==> src/rtl/csrng_pkg.sv <==
// Shared CSRNG types: application command encodings and the state-database
// write payload carried from the cmd/gen paths to the database.
package csrng_pkg;

  localparam int unsigned StateIdW = 4;
  localparam int unsigned KeyLenW  = 256;
  localparam int unsigned BlkLenW  = 128;
  localparam int unsigned CtrLenW  = 32;
  localparam int unsigned CmdW     = 3;

  typedef enum logic [CmdW-1:0] {
    INV = 3'b000,
    INS = 3'b001,
    RES = 3'b010,
    GEN = 3'b011,
    UPD = 3'b100,
    UNI = 3'b101
  } acmd_e;

  typedef struct packed {
    logic [StateIdW-1:0] inst_id;
    logic                fips;
    acmd_e               ccmd;
    logic [KeyLenW-1:0]  key;
    logic [BlkLenW-1:0]  v;
    logic [CtrLenW-1:0]  res_ctr;
    logic                sts;
  } csrng_state_db_wr_t;

endpackage

==> src/rtl/csrng_state_db_wr_buf.sv <==
// One-entry holding buffer for a pending state-database write.
// The payload is not reset; only the valid flag is.
module csrng_state_db_wr_buf
  import csrng_pkg::*;
(
  input  logic               clk_i,
  input  logic               rst_ni,
  input  logic               enable_i,
  input  logic               load_i,
  input  logic               free_i,
  input  csrng_state_db_wr_t data_i,
  output logic               valid_o,
  output csrng_state_db_wr_t data_o
);

  logic               valid_r;
  csrng_state_db_wr_t data_r;

  // Occupancy flag: load and free never coincide since load needs an empty entry.
  always_ff @(posedge clk_i or negedge rst_ni) begin
    if (!rst_ni) begin
      valid_r <= 1'b0;
    end else if (!enable_i) begin
      valid_r <= 1'b0;
    end else if (load_i) begin
      valid_r <= 1'b1;
    end else if (free_i) begin
      valid_r <= 1'b0;
    end else begin
      valid_r <= valid_r;
    end
  end

  always_ff @(posedge clk_i) begin
    if (load_i) begin
      data_r <= data_i;
    end else begin
      data_r <= data_r;
    end
  end

  assign valid_o = valid_r;
  assign data_o  = data_r;

endmodule

==> src/rtl/csrng_state_db_wr_arb.sv <==
// Round-robin write arbiter between the cmd and gen paths in front of the
// CSRNG state database, with outstanding-write tracking and status fan-out.
module csrng_state_db_wr_arb
  import csrng_pkg::*;
#(
  parameter int NApps   = 4,
  parameter int StateId = 4,
  parameter int KeyLen  = 256,
  parameter int BlkLen  = 128,
  parameter int CtrLen  = 32,
  parameter int Cmd     = 3
) (
  input  logic               clk_i,
  input  logic               rst_ni,
  input  logic               enable_i,
  input  logic               src0_req_i,
  output logic               src0_rdy_o,
  input  logic [StateId-1:0] src0_inst_id_i,
  input  logic               src0_fips_i,
  input  logic [Cmd-1:0]     src0_ccmd_i,
  input  logic [KeyLen-1:0]  src0_key_i,
  input  logic [BlkLen-1:0]  src0_v_i,
  input  logic [CtrLen-1:0]  src0_res_ctr_i,
  input  logic               src0_sts_i,
  input  logic               src1_req_i,
  output logic               src1_rdy_o,
  input  logic [StateId-1:0] src1_inst_id_i,
  input  logic               src1_fips_i,
  input  logic [Cmd-1:0]     src1_ccmd_i,
  input  logic [KeyLen-1:0]  src1_key_i,
  input  logic [BlkLen-1:0]  src1_v_i,
  input  logic [CtrLen-1:0]  src1_res_ctr_i,
  input  logic               src1_sts_i,
  output logic               wr_req_o,
  input  logic               wr_rdy_i,
  output logic [StateId-1:0] wr_inst_id_o,
  output logic               wr_fips_o,
  output logic [Cmd-1:0]     wr_ccmd_o,
  output logic [KeyLen-1:0]  wr_key_o,
  output logic [BlkLen-1:0]  wr_v_o,
  output logic [CtrLen-1:0]  wr_res_ctr_o,
  output logic               wr_sts_o,
  input  logic               sts_ack_i,
  input  logic               sts_sts_i,
  input  logic [StateId-1:0] sts_id_i,
  output logic [NApps-1:0]   app_ack_o,
  output logic [NApps-1:0]   app_sts_o,
  output logic               err_o,
  output logic               idle_o
);

  csrng_state_db_wr_t src0_data_s, src1_data_s, buf0_data_s, buf1_data_s;
  csrng_state_db_wr_t grant_data_s, out_data_r, wr_data_s;
  logic buf0_valid_s, buf1_valid_s, out_valid_r, last_r;
  logic live_s, consume_s, grant_any_s, grant_sel_s, id_oob_s, cnt_err_s;
  logic [1:0] cnt_r, cnt_nxt_s;
  logic [NApps-1:0] app_ack_s, app_sts_s;

  assign src0_data_s = {src0_inst_id_i, src0_fips_i, src0_ccmd_i, src0_key_i,
                        src0_v_i, src0_res_ctr_i, src0_sts_i};
  assign src1_data_s = {src1_inst_id_i, src1_fips_i, src1_ccmd_i, src1_key_i,
                        src1_v_i, src1_res_ctr_i, src1_sts_i};

  // Outputs are quiet both in reset and while flushing.
  assign live_s     = enable_i && rst_ni;
  assign src0_rdy_o = live_s && !buf0_valid_s;
  assign src1_rdy_o = live_s && !buf1_valid_s;

  // grant_sel_s = 1 selects source 1; on a tie the source not granted last wins.
  assign consume_s    = out_valid_r && wr_rdy_i;
  assign grant_any_s  = enable_i && (!out_valid_r || consume_s) && (buf0_valid_s || buf1_valid_s);
  assign grant_sel_s  = (buf0_valid_s && buf1_valid_s) ? !last_r : buf1_valid_s;
  assign grant_data_s = grant_sel_s ? buf1_data_s : buf0_data_s;

  csrng_state_db_wr_buf u_buf0 (
    .clk_i    (clk_i),
    .rst_ni   (rst_ni),
    .enable_i (enable_i),
    .load_i   (src0_req_i && src0_rdy_o),
    .free_i   (grant_any_s && !grant_sel_s),
    .data_i   (src0_data_s),
    .valid_o  (buf0_valid_s),
    .data_o   (buf0_data_s)
  );

  csrng_state_db_wr_buf u_buf1 (
    .clk_i    (clk_i),
    .rst_ni   (rst_ni),
    .enable_i (enable_i),
    .load_i   (src1_req_i && src1_rdy_o),
    .free_i   (grant_any_s && grant_sel_s),
    .data_i   (src1_data_s),
    .valid_o  (buf1_valid_s),
    .data_o   (buf1_data_s)
  );

  // Output valid, last-grant pointer and outstanding counter.
  always_ff @(posedge clk_i or negedge rst_ni) begin
    if (!rst_ni) begin
      out_valid_r <= 1'b0;
      last_r      <= 1'b1;
      cnt_r       <= 2'd0;
    end else if (!enable_i) begin
      out_valid_r <= 1'b0;
      last_r      <= 1'b1;
      cnt_r       <= 2'd0;
    end else begin
      out_valid_r <= grant_any_s ? 1'b1 : (consume_s ? 1'b0 : out_valid_r);
      last_r      <= grant_any_s ? grant_sel_s : last_r;
      cnt_r       <= cnt_nxt_s;
    end
  end

  // Output payload, refreshed only when a new write is granted.
  always_ff @(posedge clk_i) begin
    if (grant_any_s) begin
      out_data_r <= grant_data_s;
    end else begin
      out_data_r <= out_data_r;
    end
  end

  // Counter saturates at both ends and flags the over/underflow instead.
  always_comb begin
    cnt_nxt_s = cnt_r;
    cnt_err_s = 1'b0;
    if (consume_s && !sts_ack_i) begin
      if (cnt_r == 2'd3) begin
        cnt_err_s = 1'b1;
      end else begin
        cnt_nxt_s = cnt_r + 2'd1;
      end
    end else if (sts_ack_i && !consume_s) begin
      if (cnt_r == 2'd0) begin
        cnt_err_s = 1'b1;
      end else begin
        cnt_nxt_s = cnt_r - 2'd1;
      end
    end else begin
      cnt_nxt_s = cnt_r;
    end
  end

  // Status return fan-out to the per-instance ack/status vectors.
  always_comb begin
    app_ack_s = '0;
    app_sts_s = '0;
    for (int i = 0; i < NApps; i++) begin
      if (live_s && sts_ack_i && (int'(sts_id_i) == i)) begin
        app_ack_s[i] = 1'b1;
        app_sts_s[i] = sts_sts_i;
      end else begin
        app_ack_s[i] = 1'b0;
        app_sts_s[i] = 1'b0;
      end
    end
  end

  assign id_oob_s  = int'(sts_id_i) >= NApps;
  assign app_ack_o = app_ack_s;
  assign app_sts_o = app_sts_s;
  assign err_o     = live_s && ((sts_ack_i && id_oob_s) || cnt_err_s);
  assign idle_o    = !buf0_valid_s && !buf1_valid_s && !out_valid_r && (cnt_r == 2'd0);

  assign wr_req_o     = out_valid_r;
  assign wr_data_s    = out_valid_r ? out_data_r : '0;
  assign wr_inst_id_o = wr_data_s.inst_id;
  assign wr_fips_o    = wr_data_s.fips;
  assign wr_ccmd_o    = wr_data_s.ccmd;
  assign wr_key_o     = wr_data_s.key;
  assign wr_v_o       = wr_data_s.v;
  assign wr_res_ctr_o = wr_data_s.res_ctr;
  assign wr_sts_o     = wr_data_s.sts;

endmodule

==> config.mk <==
export PLATFORM = sky130hd
export DESIGN_NAME = csrng_state_db_wr_arb
export DESIGN_NICKNAME = d
export VERILOG_FILES = /design/src/rtl/csrng_pkg.sv /design/src/rtl/csrng_state_db_wr_buf.sv /design/src/rtl/csrng_state_db_wr_arb.sv
export SDC_FILE = /design/constraint.sdc
export NUM_CORES = 1
export LEC_CHECK = 0
export ABC_AREA = 1
export CAP_MARGIN = 20
export CORE_AREA = 4 4 511 513
export DETAILED_ROUTE_END_ITERATION = 8
export DIE_AREA = 0 0 515 517
export PLACE_DENSITY = 0.45
export SYNTH_ARGS = -nofsm -noshare
export SYNTH_HDL_FRONTEND = slang
export SYNTH_HIERARCHICAL = 1
export SYNTH_SLANG_ARGS = --single-unit
export TNS_END_PERCENT = 10
==> constraint.sdc <==
create_clock -name clk_i -period 48.1 [get_ports clk_i]
set_input_delay 7.215 -clock clk_i [delete_from_list [all_inputs] [get_ports clk_i]]
set_output_delay 7.215 -clock clk_i [all_outputs]
set_load 0.05 [all_outputs]
==> After elaboration in Yosys (flattened, before gate mapping) <==
Cells that the tools add are included.
{ "totals": {"register_bits": 1281, "inputBits": 862, "output_inout_bits": 438} }
{ "op_classes": {"addsub": 2, "reduce_logical": 36, "mux": 31, "magnitude_cmp": 1, "n_eq_ne": 11} }
{ "op_table": {"columns": ["operator", "n"], "rows": [
  ["425-bit two-way mux", 2],
  ["1-bit two-way mux", 24],
  ["1-bit logical AND", 23],
  ["3-bit by 1-bit inequality test with 1-bit output (second input constant)", 4],
  ["2-bit two-way mux", 5],
  ["4-bit by 3-bit == test with 1-bit output (second input constant)", 2],
  ["1-bit logical NOT", 7],
  ["3-bit inequality test (second input constant)", 2],
  ["4-bit by 2-bit == test with 1-bit output (second input constant)", 1],
  ["4-bit by 3-bit >= comparator with 1-bit output (second input constant)", 1],
  ["4-bit logical NOT", 1],
  ["1-bit logical OR", 3],
  ["3-bit AND reduction", 1],
  ["2-bit by 1-bit adder with 2-bit output (second input constant)", 1],
  ["2-bit == test (second input constant)", 1],
  ["2-bit logical NOT", 1],
  ["2-bit by 1-bit inequality test with 1-bit output (second input constant)", 1],
  ["2-bit by 1-bit subtractor with 2-bit output (second input constant)", 1]
]} }

==> Longest topological paths before layout <==
Gate-level depths: netlist of the first run.
{ "depth": {"depth_word": 8, "mapped_depth": 9} }

==> Modules after synthesis <==
Netlist of the first run, hierarchy kept.
{ "by_module_without_submodules": {"columns": ["module", "n_inst", "area_per_inst_um2", "seq_area_each_um2", "cells_per_inst"], "rows": [
  ["csrng_state_db_wr_buf", 2, 12811.0, 12787.3, 431],
  ["csrng_state_db_wr_arb", 1, 21872.2, 12863.6, 2761]
]} }

==> Worst setup path before layout of the first run <==
No wires, ideal clock.
{ "synth_path": {"path_kind": "input to register", "startpoint": "in enable_i", "endpoint": "reg u_buf0.valid_r (netlist: u_buf0/valid_o)", "slack_ns": 7.682, "arrival_time_ns": 40.253, "setup_time_ns": 0.165, "t_required_ns": 47.935, "path_stages": 5, "cell_sequence": "buf_2 > nand2_1 > nor3b_1 > inv_1 > a21oi_2"} }
{ "synth_via": {"elab_chain_cells": 5, "elab_cells_between_ends": 9, "classes_between": "eq/ne (1); mux (2); reduce/logical (6)"} }
{ "synth_lines": {"columns": ["item", "line_no", "rtl"], "rows": [
  ["start: declaration", "csrng_state_db_wr_arb.sv:15", "input logic enable_i,"],
  ["1-bit logical AND", "csrng_state_db_wr_arb.sv:65", "assign live_s = enable_i && rst_ni;"],
  ["1-bit logical AND", "csrng_state_db_wr_arb.sv:66", "assign src0_rdy_o = live_s && !buf0_valid_s;"],
  ["1-bit logical AND", "csrng_state_db_wr_arb.sv:79", ".load_i (src0_req_i && src0_rdy_o),"],
  ["1-bit two-way mux", "csrng_state_db_wr_buf.sv:25", "end else if (load_i) begin"],
  ["1-bit two-way mux", "csrng_state_db_wr_buf.sv:23", "end else if (!enable_i) begin"],
  ["end signal: assignment", "csrng_state_db_wr_buf.sv:30", "valid_r <= valid_r;"],
  ["end: declaration", "csrng_state_db_wr_buf.sv:16", "logic valid_r;"]
]} }
Parallel ways exist; a longest one is shown, timed or not.
A chain may end at the register's enable or synchronous reset.

==> Worst setup path in the final report of the first run <==
{ "layout_path": {"startpoint": "in enable_i", "endpoint": "out app_sts_o[3]"} }
{ "layout_via": {"elab_chain_cells": 4} }
{ "layout_lines": {"columns": ["item", "line_no", "rtl"], "rows": [
  ["1-bit logical AND", "csrng_state_db_wr_arb.sv:65", null],
  ["1-bit logical AND (2 in a row)", "csrng_state_db_wr_arb.sv:149", "if (live_s && sts_ack_i && (int'(sts_id_i) == i)) begin"],
  ["1-bit two-way mux", "csrng_state_db_wr_arb.sv:149", null],
  ["end: declaration", "csrng_state_db_wr_arb.sv:47", "output logic [NApps-1:0] app_sts_o,"]
]} }
No other way between the ends.

==> results of run 1 <==
per-layer routing:
| layer | GRT usage [%] | routed length [µm] |
|---|---|---|
| met2 | 22.0 | 88100 |
| met3 | 5.89 | 19300 |
| met4 | 3.70 | 4390 |
| met5 | 0 | 370 |
| met1 | 16.6 | 77600 |
Yosys cell counts (4+ instances only):
library cell,n
nand3_1,7
nor3_1,5
nor4_1,4
buf_1,4
buf_2,114
nor2_1,8
nand2_1,1723
buf_4,13
inv_1,442
edfxtp_1,1275
dfrtp_1,5
clkbuf_1,10
registers in the layout, summed over array words and instances, names as in the netlist:
| register | flops |
|---|---|
| cnt_r | 2 |
| last_r | 1 |
| out_data_r | 425 |
| u_buf0/data_o | 425 |
| u_buf0/valid_o | 1 |
| u_buf1/data_o | 425 |
| u_buf1/valid_o | 1 |
| wr_req_o | 1 |
power by group through the flow:
stage	clock, mW	sequential, mW	combinational (mW)
floorplan	0	1.34	0.151
global placement	0	1.31	0.317
detailed placement	0	1.31	0.319
CTS	1.18	1.29	0.320
global route	1.23	1.29	0.335
finish	1.14	1.29	0.313
worst max-delay path: cells and delay by family:
kind	cells	cell delay (ns)
and+or+nand+nor	3	1.04
buffers and inverters	3	1.80
cells in the final DEF, fill, tap and decap left out, types with 3 or more instances in the layout:
cell type	count
clkbuf_16	155
diode_2	34
nand3_1	7
clkinv_2	23
bufinv_16	10
clkinv_1	36
dfrtp_1	4
nor3_1	5
inv_1	441
clkinv_16	4
clkbuf_1	37
clkdlybuf4s50_1	1298
buf_12	5
nor4_1	4
edfxtp_1	1275
nand2_1	1723
nor2_1	8
buf_4	33
clkinvlp_4	3
inv_16	7
cells by family (layout without fill, tap and decap cells):
logic type	Yosys count	in the layout	synth area share (%)
and+or+nand+nor	1752	1752	13.9
DFF	1281	1281	80.9
buffers and inverters	586	2058	5.07
AOI/OAI and AO/OA	4	4	0.0711
other	0	34	0
final cells by class:
| type | instances | share of cell area [%] |
|---|---|---|
| flip-flops and latches | 1281 | 55.4 |
| clock buffers | 192 | 5.79 |
| multi-input cells | 1756 | 9.62 |
| clock inverters | 87 | 1.26 |
| inverters | 443 | 2.42 |
| diodes | 34 | 0.123 |
| well taps | 3384 | 6.11 |
| repair buffers | 1336 | 19.2 |
per-stage QoR:
stage               setup WS (ns)  std cells  total power [mW]  hold slack, ns
CTS                         30.92       8479              2.79           0.475
detailed placement          30.93       8200              1.63           0.494
finish                      30.83       8513              2.74           0.480
global placement            30.93       8200              1.63           0.490
floorplan                    7.68       3623              1.49           0.487
global route                30.74       8500              2.85           0.503
how the worst max path moves through the flow:
stage,slack (ns),endpoint,depth (start not counted)
after CTS,30.92,app_sts_o[3],6
after floorplan,7.68,u_buf0/valid_o,5
final,30.83,app_sts_o[3],6
after global routing,30.74,app_sts_o[3],6
after global placement,30.93,app_sts_o[2],6
after detailed placement,30.93,app_sts_o[3],6
==> flow_summary.yaml, run 1 <==
setup_path:
  rr_worst_depth: 7
  end_kind: "output pin"
  critPathMaxStageDelay_ns: 0.94
  path_cells: "clkdlybuf4s50_1 > nand2_1 > inv_1 > nand2_1 > nor4_1 > clkdlybuf4s50_1"
  rr_endpoint: "out_data_r[208]"
  cp_slowest_cell: "clkdlybuf4s50_1"
  startpoint: "enable_i"
  reg2reg_slack_ns: 42.66
  startpoint_type: "input port"
  cp_data_arrival_time_ns: 10.06
  crit_fanout: 12
  required_ns: 40.88
  path_class: "in -> out"
  r2r-start: "wr_req_o"
placed_design:
  detailedPlacementHpwl_mm: 141
  port_buffers: 1299
  gp_congestion: 0.832
  place_area_um2: 64400
finish:
  area_growth_pct: 46.0
  final_area_um2: 69300
  finish.utilization_pct: 27.1
  fill_cells: 26500
  post_route_cells_drive_above_1_share_pct: 4.99
  multiInputGateArea_um2: 6670
  fin_nets: 5833
  regArea_um2: 38400
floorplanning:
  io_pins: 1300
  fp-row-count: 186
  start_util_pct: 18.5
  die_h_um: 517
  core_area_um2: 256000
  die_w_um: 515
  dieArea_um2: 266000
timing:
  setup_violations: 0
  maxSlewViolCount: 0
  setup_tns_ns: 0
  hold_viol_final: 0
  max_freq_mhz: 57.9
  relSlewSlack_pct: 28.4
  tightest_slew_ns: 1.07
  fin_crit_ns: 17.28
  period_share_pct: 35.9
  rsz0062_at_grt: "false"
  finalClockSkew_ns: 0.0366
synth:
  netlist_area_um2: 47500
  synth_top_area_cell: "edfxtp_1"
  ys_warn_count: 6
  syn_avg_cell_area_um2: 13.1
  yosysUniqueCellTypes: 21
  ys_ff_latch: 1281
  synthCells: 3623
  ys_seq_area_share_pct: 80.9
  synth_top_cells_by_area: "edfxtp_1 (81%), nand2_1 (14%), inv_1 (3.5%)"
  ys.flop_type: "edfxtp_1"
  synth_edf_count: 1275
  syn_nets: 4485
  synthArstFlopShare_pct: 0.468
  yosysTopAreaCellShare_pct: 80.6
cts:
  cts_buffers: 153
  numClockSinks: 1281
  htreeDepth: 4
  clk_pin_slew_ns: 0.06
  cts_setup_buffers: 0
  cts-root-buf: "clkbuf_16"
  cts_tree: "done"
  clockBufferDepth: 3
  clkLatencyLatePin_ns: 0.78
  ctsHoldBuffers: 0
  cts_resized: 0
global_routing:
  grt_max_degree: 131
  grt_usage_pct: 13.6
  gr-total-overflow: 0
  grt_pass1_wl_mm: 256
  first_global_vias: 32200
  antenna_found_initial: 72
power:
  max-vdd-ir-drop_mv: 0.0296
  p_clk_share_pct: 41.5
  power_frac_comb_pct: 11.4
  swShare_pct: 25.4
  leakage_nw: 27.4
  pwr-share-seq_pct: 47.1
  powerDensity_nw_per_um2: 39.5
  power.internal_mw: 2.04
  power.net_switching_mw: 0.697
routing:
  vias: 31200
  route.detailed.drc: 0
  first_pass_iters: 5
  wire_per_inst_um: 22.3
  via_per_inst: 3.66
  drt_iter0_drc: 1869
  wl_mm: 190
  antenna_left: 0
job:
  max_cap_viol_count: 0
min_path:
  hp-class: "reg -> reg"
  hold_depth: 2
  holdPathEnd: "out_data_r[134]"
  min_from: "u_buf1/data_o[134]"
run_status:
  outcome: "complete, no violations"
Power figures use the tool's default switching activity.
==> run 2, diff against run 1 <==
- clock period: 48.1 -> 16.9 ns (I/O delays scaled with it)
==> flow_summary.yaml, run 2 (same netlist as run 1, synthesis figures left out) <==
routing:
  via_per_inst: 3.67
  drt_iter0_drc: 2238
  route.detailed.drc: 0
  wl_mm: 188
  wire_per_inst_um: 22.1
  first_pass_iters: 5
  vias: 31200
  antenna_left: 0
setup_path:
  path_cells: "clkdlybuf4s50_1 > nand2_1 > inv_1 > nand2_1 > nor4_1 > clkdlybuf4s50_1"
  critPathMaxStageDelay_ns: 0.90
  rr_worst_depth: 8
  cp_data_arrival_time_ns: 5.21
  required_ns: 14.37
  startpoint_type: "input port"
  path_class: "in -> out"
  cp_slowest_cell: "clkdlybuf4s50_1"
  crit_fanout: 12
  end_kind: "output pin"
global_routing:
  antenna_found_initial: 51
  grt_usage_pct: 13.6
  gr-total-overflow: 0
  gr-usage-met3_pct: 5.31
  first_global_vias: 32300
  grt_pass1_wl_mm: 255
  gr-usage-met2_pct: 22.1
  gr-max-usage-layer: "met2"
  grt_max_degree: 126
  grt_use_met1_pct: 16.6
finish:
  finish.utilization_pct: 27.0
  layout_commonest_cell: "nand2_1"
  fin_nets: 5835
  area_growth_pct: 45.8
  post_route_cells_drive_above_1_share_pct: 5.16
  mostFrequentLayoutCells: "nand2_1 (1723), clkdlybuf4s50_1 (1298), edfxtp_1 (1275)"
cts:
  clk_pin_slew_ns: 0.06
  clkLatencyLatePin_ns: 0.78
  cts_setup_buffers: 0
  clockBufferDepth: 3
  cts-root-buf: "clkbuf_16"
  cts_resized: 0
  cts_tree: "done"
  htreeDepth: 4
  ctsHoldBuffers: 0
  cts_buffers: 153
  numClockSinks: 1281
timing:
  maxSlewViolCount: 0
  relSlewSlack_pct: 23.7
  rsz0062_at_grt: "false"
  setup_tns_ns: 0
  finalClockSkew_ns: 0.0415
  max_freq_mhz: 129
  fin_crit_ns: 7.74
  period_share_pct: 45.8
  setup_violations: 0
  hold_viol_final: 0
  tightest_slew_ns: 1.14
  fin_hold_ws_ns: 0.487
placed_design:
  detailedPlacementHpwl_mm: 141
  gp_congestion: 0.848
  port_buffers: 1299
power:
  leakage_nw: 27.4
  powerDensity_nw_per_um2: 112
  max-vdd-ir-drop_mv: 0.0876
  power_mw: 7.76
min_path:
  hp-class: "reg -> reg"
  hold_depth: 2
job:
  max_cap_viol_count: 0
floorplanning:
  die_h_um: 517
  dieArea_um2: 266000
  fp-row-count: 186
  die_w_um: 515
  io_pins: 1300
  core_area_um2: 256000
  start_util_pct: 18.5
run_status:
  outcome: "complete, no violations"
==> run 2: cell types whose count changed in the layout (fill, tap and decap cells not counted), moves of 3 or more <==
cell,delta
diode_2,-17
clkbuf_1,-10
inv_16,-7
clkinv_2,+4
inv_6,+4
buf_4,+3
clkinv_8,+3
clkinvlp_4,+3
==> run 2: final timing paths <==
kind                                     from              end  slack [ns]
max reg2reg                    u_buf0/valid_o  out_data_r[252]       12.52
min                        u_buf1/data_o[314]  out_data_r[314]        0.49
min reg2reg                u_buf1/data_o[314]  out_data_r[314]        0.49
max                                  enable_i     app_sts_o[3]        9.16
min in group asynchronous              rst_ni         wr_req_o        2.05
max in group asynchronous              rst_ni           last_r       14.55
==> run 2: final cells by class <==
type	count	area, µm²
Tap cell	3384	4230
Clock inverter	91	825
Fill cell	26600	187000
Timing Repair Buffer	1338	13300
Inverter	443	1680
Antenna cell	17	42.5
Sequential cell	1281	38400
Clock buffer	183	4010
Multi-Input combinational cell	1756	6690
==> run 2: power breakdown <==
part | total [mW] | internal, mW | switching (mW)
clock network | 3.21 | 1.83 | 1.37
logic | 0.882 | 0.333 | 0.549
registers | 3.67 | 3.63 | 0.0443
total | 7.76 | 5.80 | 1.97
==> run 2: worst max-delay path, delay by kind of cell <==
family,cells,cell delay (ns)
buf+inv,3,1.80
simple gates,3,0.87
==> run 2: metrics by stage <==
stage                     cells  worst slack (ns)  area, µm²
after floorplan            3623             -3.41      47500
after global placement     8202              9.22      64400
after detailed placement   8202              9.19      64400
after CTS                  8476              9.18      69200
after global routing       8485              9.01      69200
final                      8493              9.16      69300
==> run 2: routing by layer <==
metal	vias to the layer above	share of wire, %
li1	14500	-
met3	240	9.5
met2	1225	47
met4	50	2.1
met1	15100	41
met5	-	0.17
